==> src/rtl/fifo_wr_arbiter_pkg.sv <==
// Shared definitions for the FIFO write-port arbiter: FSM encoding and a
// ceiling-log2 helper usable in parameter expressions.
package fifo_arb_defs;

    typedef enum logic {
        IDLE = 1'b0,
        XFER = 1'b1
    } state_t;

    // Ceiling log2 for tools without $clog2; clog2(1) = 0, clog2(4) = 2, clog2(17) = 5.
    function automatic int clog2(input int value);
        int result;
        int remaining;
        result    = 0;
        remaining = value - 1;
        while (remaining > 0) begin
            result    = result + 1;
            remaining = remaining >> 1;
        end
        return result;
    endfunction

endpackage

==> src/rtl/fifo_wr_arbiter_rr_pick.sv <==
// Combinational round-robin picker: returns the first requester at or above
// the pointer, wrapping modulo NREQ, using a double-width masked priority encode.
module rr_pick
    import fifo_arb_defs::*;
#(
    parameter int NREQ = 4,
    parameter int GW   = clog2(NREQ)
) (
    input  logic [NREQ-1:0] req,
    input  logic [GW-1:0]   ptr,
    output logic [GW-1:0]   winner,
    output logic            any_valid
);

    logic [2*NREQ-1:0] masked;

    assign any_valid = |req;

    // Lower copy keeps only requests at or above the pointer; upper copy supplies the wrap-around.
    always_comb begin
        masked = {req, req};
        for (int i = 0; i < NREQ; i++) begin
            if (i < int'(ptr)) begin
                masked[i] = 1'b0;
            end
        end
    end

    // Lowest set bit of the doubled vector wins; fold its index back into 0..NREQ-1.
    always_comb begin
        // NOTE: default first so every path assigns winner and no latch is inferred.
        winner = '0;
        for (int i = 2*NREQ-1; i >= 0; i--) begin
            if (masked[i]) begin
                winner = GW'((i >= NREQ) ? (i - NREQ) : i);
            end
        end
    end

endmodule

==> src/rtl/fifo_wr_arbiter.sv <==
// Packet-atomic round-robin arbiter sharing one FIFO write port among NREQ
// requesters. A granted requester keeps the port until its last beat, or until
// MAXPKT beats have gone through, in which case the packet is cut and pkt_err set.
module fifo_wr_arbiter
    import fifo_arb_defs::*;
#(
    parameter int  NREQ   = 4,
    parameter int  DSIZE  = 8,
    parameter int  MAXPKT = 16,
    localparam int GW     = clog2(NREQ)
) (
    input  logic                  wclk,
    input  logic                  wrst_n,
    input  logic [NREQ-1:0]       req_valid,
    input  logic [NREQ*DSIZE-1:0] req_data,
    input  logic [NREQ-1:0]       req_last,
    output logic [NREQ-1:0]       req_ready,
    input  logic                  wfull,
    output logic                  winc,
    output logic [DSIZE-1:0]      wdata,
    output logic [GW-1:0]         grant_id,
    output logic                  busy,
    output logic                  pkt_err,
    input  logic                  err_clr
);

    localparam int            CW       = clog2(MAXPKT + 1);
    localparam logic [CW-1:0] LAST_CNT = CW'(MAXPKT - 1);

    state_t        state;
    logic [GW-1:0] ptr;
    logic [CW-1:0] beat_cnt;
    logic [GW-1:0] pick_id;
    logic          pick_any;
    logic          sel_valid;
    logic          sel_last;
    logic          accept;
    logic          hit_max;
    logic [GW-1:0] next_ptr;

    rr_pick #(
        .NREQ (NREQ),
        .GW   (GW)
    ) u_pick (
        .req       (req_valid),
        .ptr       (ptr),
        .winner    (pick_id),
        .any_valid (pick_any)
    );

    assign busy      = (state == XFER);
    assign sel_valid = req_valid[grant_id];
    assign sel_last  = req_last[grant_id];
    assign winc      = busy & sel_valid & ~wfull;
    assign accept    = winc;
    // beat_cnt counts beats already accepted, so LAST_CNT means this beat is number MAXPKT.
    assign hit_max   = (beat_cnt == LAST_CNT);
    assign next_ptr  = (grant_id == GW'(NREQ - 1)) ? '0 : grant_id + 1'b1;

    // Only the granted requester sees ready, and only while the FIFO has room.
    always_comb begin
        req_ready = '0;
        if (busy && !wfull) begin
            req_ready[grant_id] = 1'b1;
        end
    end

    // Data mux from the granted requester; held at zero outside a packet.
    always_comb begin
        wdata = '0;
        if (busy) begin
            wdata = req_data[int'(grant_id)*DSIZE +: DSIZE];
        end
    end

    // FSM with grant, round-robin pointer, beat counter and sticky error flag.
    always_ff @(posedge wclk or negedge wrst_n) begin
        if (!wrst_n) begin
            state    <= IDLE;
            ptr      <= '0;
            grant_id <= '0;
            beat_cnt <= '0;
            pkt_err  <= 1'b0;
        end else begin
            // NOTE: non-blocking assignments so every flop here samples pre-edge values.
            if (accept && !sel_last && hit_max) begin
                pkt_err <= 1'b1;
            end else if (err_clr) begin
                pkt_err <= 1'b0;
            end

            case (state)
                IDLE: begin
                    if (pick_any) begin
                        grant_id <= pick_id;
                        beat_cnt <= '0;
                        state    <= XFER;
                    end
                end
                XFER: begin
                    if (accept) begin
                        if (sel_last || hit_max) begin
                            state    <= IDLE;
                            ptr      <= next_ptr;
                            beat_cnt <= '0;
                        end else begin
                            beat_cnt <= beat_cnt + 1'b1;
                        end
                    end
                end
                default: state <= IDLE;
            endcase
        end
    end

endmodule

==> config.mk <==
export PLATFORM = sky130hd
export DESIGN_NAME = fifo_wr_arbiter
export DESIGN_NICKNAME = d
export VERILOG_FILES = /design/src/rtl/fifo_wr_arbiter_pkg.sv /design/src/rtl/fifo_wr_arbiter_rr_pick.sv /design/src/rtl/fifo_wr_arbiter.sv
export SDC_FILE = /design/constraint.sdc
export NUM_CORES = 1
export LEC_CHECK = 0
export CAP_MARGIN = 15
export CORE_AREA = 2 2 53 55
export CTS_CLUSTER_DIAMETER = 200
export DETAILED_ROUTE_END_ITERATION = 8
export DIE_AREA = 0 0 55 57
export DONT_BUFFER_PORTS = 1
export PLACE_DENSITY_LB_ADDON = 0.2
export SLEW_MARGIN = 20
export SYNTH_ARGS = -nofsm -noshare
export SYNTH_HDL_FRONTEND = slang
export SYNTH_HIERARCHICAL = 1
export SYNTH_SLANG_ARGS = --single-unit
==> constraint.sdc <==
create_clock -name wclk -period 4.1 [get_ports wclk]
set_clock_uncertainty 0.05 [all_clocks]
set_input_delay 0.82 -clock wclk [delete_from_list [all_inputs] [get_ports wclk]]
set_output_delay 0.82 -clock wclk [all_outputs]
set_load 0.1 [all_outputs]
Word-level counts from Yosys, hierarchy flattened:

Cells that the tools add are included.
Widths: inputs -> output; s select.

* register bits after elaboration: 11
* bits of input ports: 44
* output and inout port bits: 17
* logic and storage cells: 62

* $add $sub $neg: 2
* magnitude comparators: 5
* eq/ne operators: 4
* shift-type cells: 1
* mux-type cells: 29
* bitwise operators: 4
* reduce and logical (&&, ||, !) cells: 12

Operator list (number)
* $shiftx 32x6->8: 1
* $mux 2: 8
* $mux 5: 3
* $mux 1: 11
* $pmux 5 s2: 1
* $mux 8: 1
* $add 5x1->5 const B: 1
* $eq 5x4->1 const B: 1
* $bmux 1 s2: 2
* $logic_and 1x1->1: 4
* $lt 1x2->1 const A: 2
* $mux 4: 1
* $reduce_and 2->1: 2
* $reduce_or 4->1: 1
* $lt 2x3->1 const B: 1
* $reduce_and 3->1: 1
* $add 2x1->2 const B: 1
* $and 1x1->1: 2
* $demux 1 s2: 1
* $eq 2x2->1 const B: 1
* $ge 2x1->1 const B: 1
* $logic_not 1->1: 2
* $lt 2x2->1 const A: 1
* $ne 2x1->1 const B: 1
* other kinds (5): 6

Depth between registers and ports, before layout:

* depth after elaboration: 7
* gate-level depth with buffers: 7

Modules after synthesis:

The synthesis kept the hierarchy.

Modules (own cells, without submodules)
* fifo_wr_arbiter: times used 1, cells each 80, area an instance 908.4 um^2, seq. area each 275.3 um^2
* rr_pick: times used 1, cells each 12, area an instance 77.6 um^2, seq. area each 0.0 um^2

Worst setup path before layout:

OpenSTA, ideal clock, no wires.

* path kind: register to output
* start point: register grant_id[0]
* end point: output port wdata[0]
* arrival time: 2.433 ns
* required time: 3.230 ns
* slack: 0.797 ns
* cell stages (with the launch flop): 4
* buffers on the path: 1
* cell sequence: dfrtp_1 -> buf_2 -> mux4_2 -> and2_1

* longest elaborated chain between the ends: 2

RTL lines
* start, declared: line fifo_wr_arbiter.sv:21 `output logic [GW-1:0] grant_id,`
* start signal, assigned: line fifo_wr_arbiter.sv:95 `grant_id <= pick_id;`
* $shiftx 32x6->8: line fifo_wr_arbiter.sv:72 `wdata = req_data[int'(grant_id)*DSIZE +: DSIZE];`
* $mux 8: line fifo_wr_arbiter.sv:71 `if (busy) begin`
* end, declared: line fifo_wr_arbiter.sv:20 `output logic [DSIZE-1:0] wdata,`

No other way between the ends.

Final worst setup path:

* start point: register grant_id[0]
* end point: output port wdata[7]

Same word-level chain as after synthesis.

==> metrics.txt <==
met3 usage=0.0471; Mean Syn Cell Area=10.7 µm²; Post-Synthesis Cells=92; number of global-route vias before repair=765; period utilisation layout=0.719; crit-path cells=buf_4, mux4_1, and2_1, buf_4; FP Rows=19; post-CTS setup buffer count=0; Commonest cells post-synth=and2_1, dfrtp_1, inv_1; CTS tree=yes; gr busiest metal=met2; initial cell density of the core=0.377; arrival time worst endpoint=2.08 ns; asr flop ratio synth=1.00; dpl hpwl=1.87 mm; port buffer count=0; Vias=793; synthesis-to-layout area growth=16.4%; cell taking the most area after synthesis=dfrtp_1; n_diodes=0; crit path launch type=flip-flop; GRT met2 Usage=0.272; die span in x=55 µm; status=complete, no violations; die area=3140 µm²; Longest Clk Path Bufs=2; hold buffers post-CTS=0; Core ar.=2620 µm²; register area share after synthesis=0.279; CP dominant cell by count=buf_4; EDFF count, synth=0; Hold/Removal Path Class=input port to async pin; crit path time final=2.95 ns; CTS resizes=0; met1 Use GR=0.175; vias per inst=5.75; mapped cell area=986 µm²; Pre-antenna DRT Iters=4; synth unique cells=33; worst-path fanout max=15; clock sinks=11; CP top delay family=buffers and inverters; nets=158; total global routing overflow=0; required time of the critical path=3.23 ns; critical path class=flip-flop to output port; filler instances=254; Warnings, synthesis=6; Worst Slack Setup Final=1.15 ns; Slew Limit Headroom=0.376; WL per Instance=16.6 µm; first-pass GRT wire length=3.47 mm; htree depth=1; Global Route Usage Sum=0.153; DP Worst Slack=1.18 ns; Top Ports=61; DRT antenna net count=0; final setup violating endpoints=0; worst-margin pin slew=0.935 ns; initial antenna violation count=0; DRC=0; max incr delay on CP=0.59 ns; cell with the most instances after synthesis=and2_1; Yosys top cell area share=0.279; fmax=0.339 GHz; Total Wirelength=2.29 mm; largest net degree at the start of global routing=16; gpl congestion=0.792; 1st-iter DRT viols=13; share of layout cells above drive strength 1=0.318; Num CTS Buffers=3; Worst-path clk slew=0.07 ns; clock root cell=clkbuf_4; setup_tns=0 ns; count of state elements after synthesis=11; syn nets=142; CP max-delay cell=mux4_1; WP buf/inv=2; Final Hold Fails=0; top cells by area, synth=dfrtp_1, mux4_2, and2_1; number of max-cap violations=0; RSZ-0062 raised after global routing=no; worst skew pair latency=0.27 ns; Pins Over Slew Limit=0; top_reg_cell synth=dfrtp_1; Crit. End Element=output port; DIE HEIGHT=57 µm
## per-layer routing
layer	wire length, µm	vias to the layer above
met5	0	-
met4	13	0
met3	217	4
met2	1160	32
met1	899	381
li1	-	376
## flip-flops by register name, summed over array words and instances, names as in the netlist
signal,flops
pkt_err,1
beat_cnt,5
ptr,2
grant_id,2
busy,1
## worst reg2reg max path, cell delays in order (launching register included)
cell and delay (ns):
dfrtp_2 0.43, mux4_1 0.39, nand2_1 0.13, inv_1 0.72
o21ai_0 0.37, mux2_2 0.36
## placed cells by master, fill, tap and decap left out, types with 2 or more instances in the layout
master,Yosys,routed
o22ai_1,2,2
buf_4,0,15
mux2_2,4,4
mux4_1,2,2
nand3_1,3,3
dfrtp_1,11,10
and2_1,12,12
inv_1,9,9
a21oi_1,2,2
nand2_1,5,5
ha_1,6,6
nand2b_1,3,3
nor2_1,2,2
mux4_2,8,8
o21ai_0,3,3
clkbuf_4,0,3
## per-stage QoR
stage	instances	area (µm²)	hold WS, ns	util
finish	138	1150	0.184	0.439
global route	138	1150	0.164	0.439
CTS	138	1150	0.176	0.439
detailed placement	134	1120	0.463	0.429
global placement	134	1120	0.464	0.429
floorplan	92	986	0.437	-
## cells by family (layout without fill, tap and decap cells)
logic type               Yosys count  in the layout  share of synthesized area
flip-flops                        11             11                      0.279
AO/OA/AOI/OAI                     16             16                      0.121
AND/OR/NAND/NOR                   32             32                      0.190
multiplexers                      14             14                      0.282
adder cells (fa/ha/maj)            6              6                     0.0761
buffers and inverters             13             28                     0.0520
## worst paths after layout
path                             startpoint     endpoint  slack [ns]  cells past startpoint
worst max-delay path            grant_id[0]     wdata[7]        1.15                      4
worst min-delay path                 wrst_n  beat_cnt[4]        0.18                      0
worst max register to register  grant_id[0]       ptr[0]        1.55                      5
worst min register to register  beat_cnt[2]  beat_cnt[2]        0.48                      1
max in group asynchronous            wrst_n  grant_id[0]        3.74                      0
min in group wclk               beat_cnt[2]  beat_cnt[2]        0.48                      1
## cell type report
cell class              count  area, µm²  area share
well taps                  31       38.8      0.0338
multi-input cells          68        659       0.575
inverters                   9       33.8      0.0294
clock buffers               4       26.3      0.0229
flip-flops and latches     11        277       0.241
repair buffers             15        113      0.0981
Power is not shown: default switching activity piles up to over one toggle a cycle in this logic, so the estimate is an artifact.
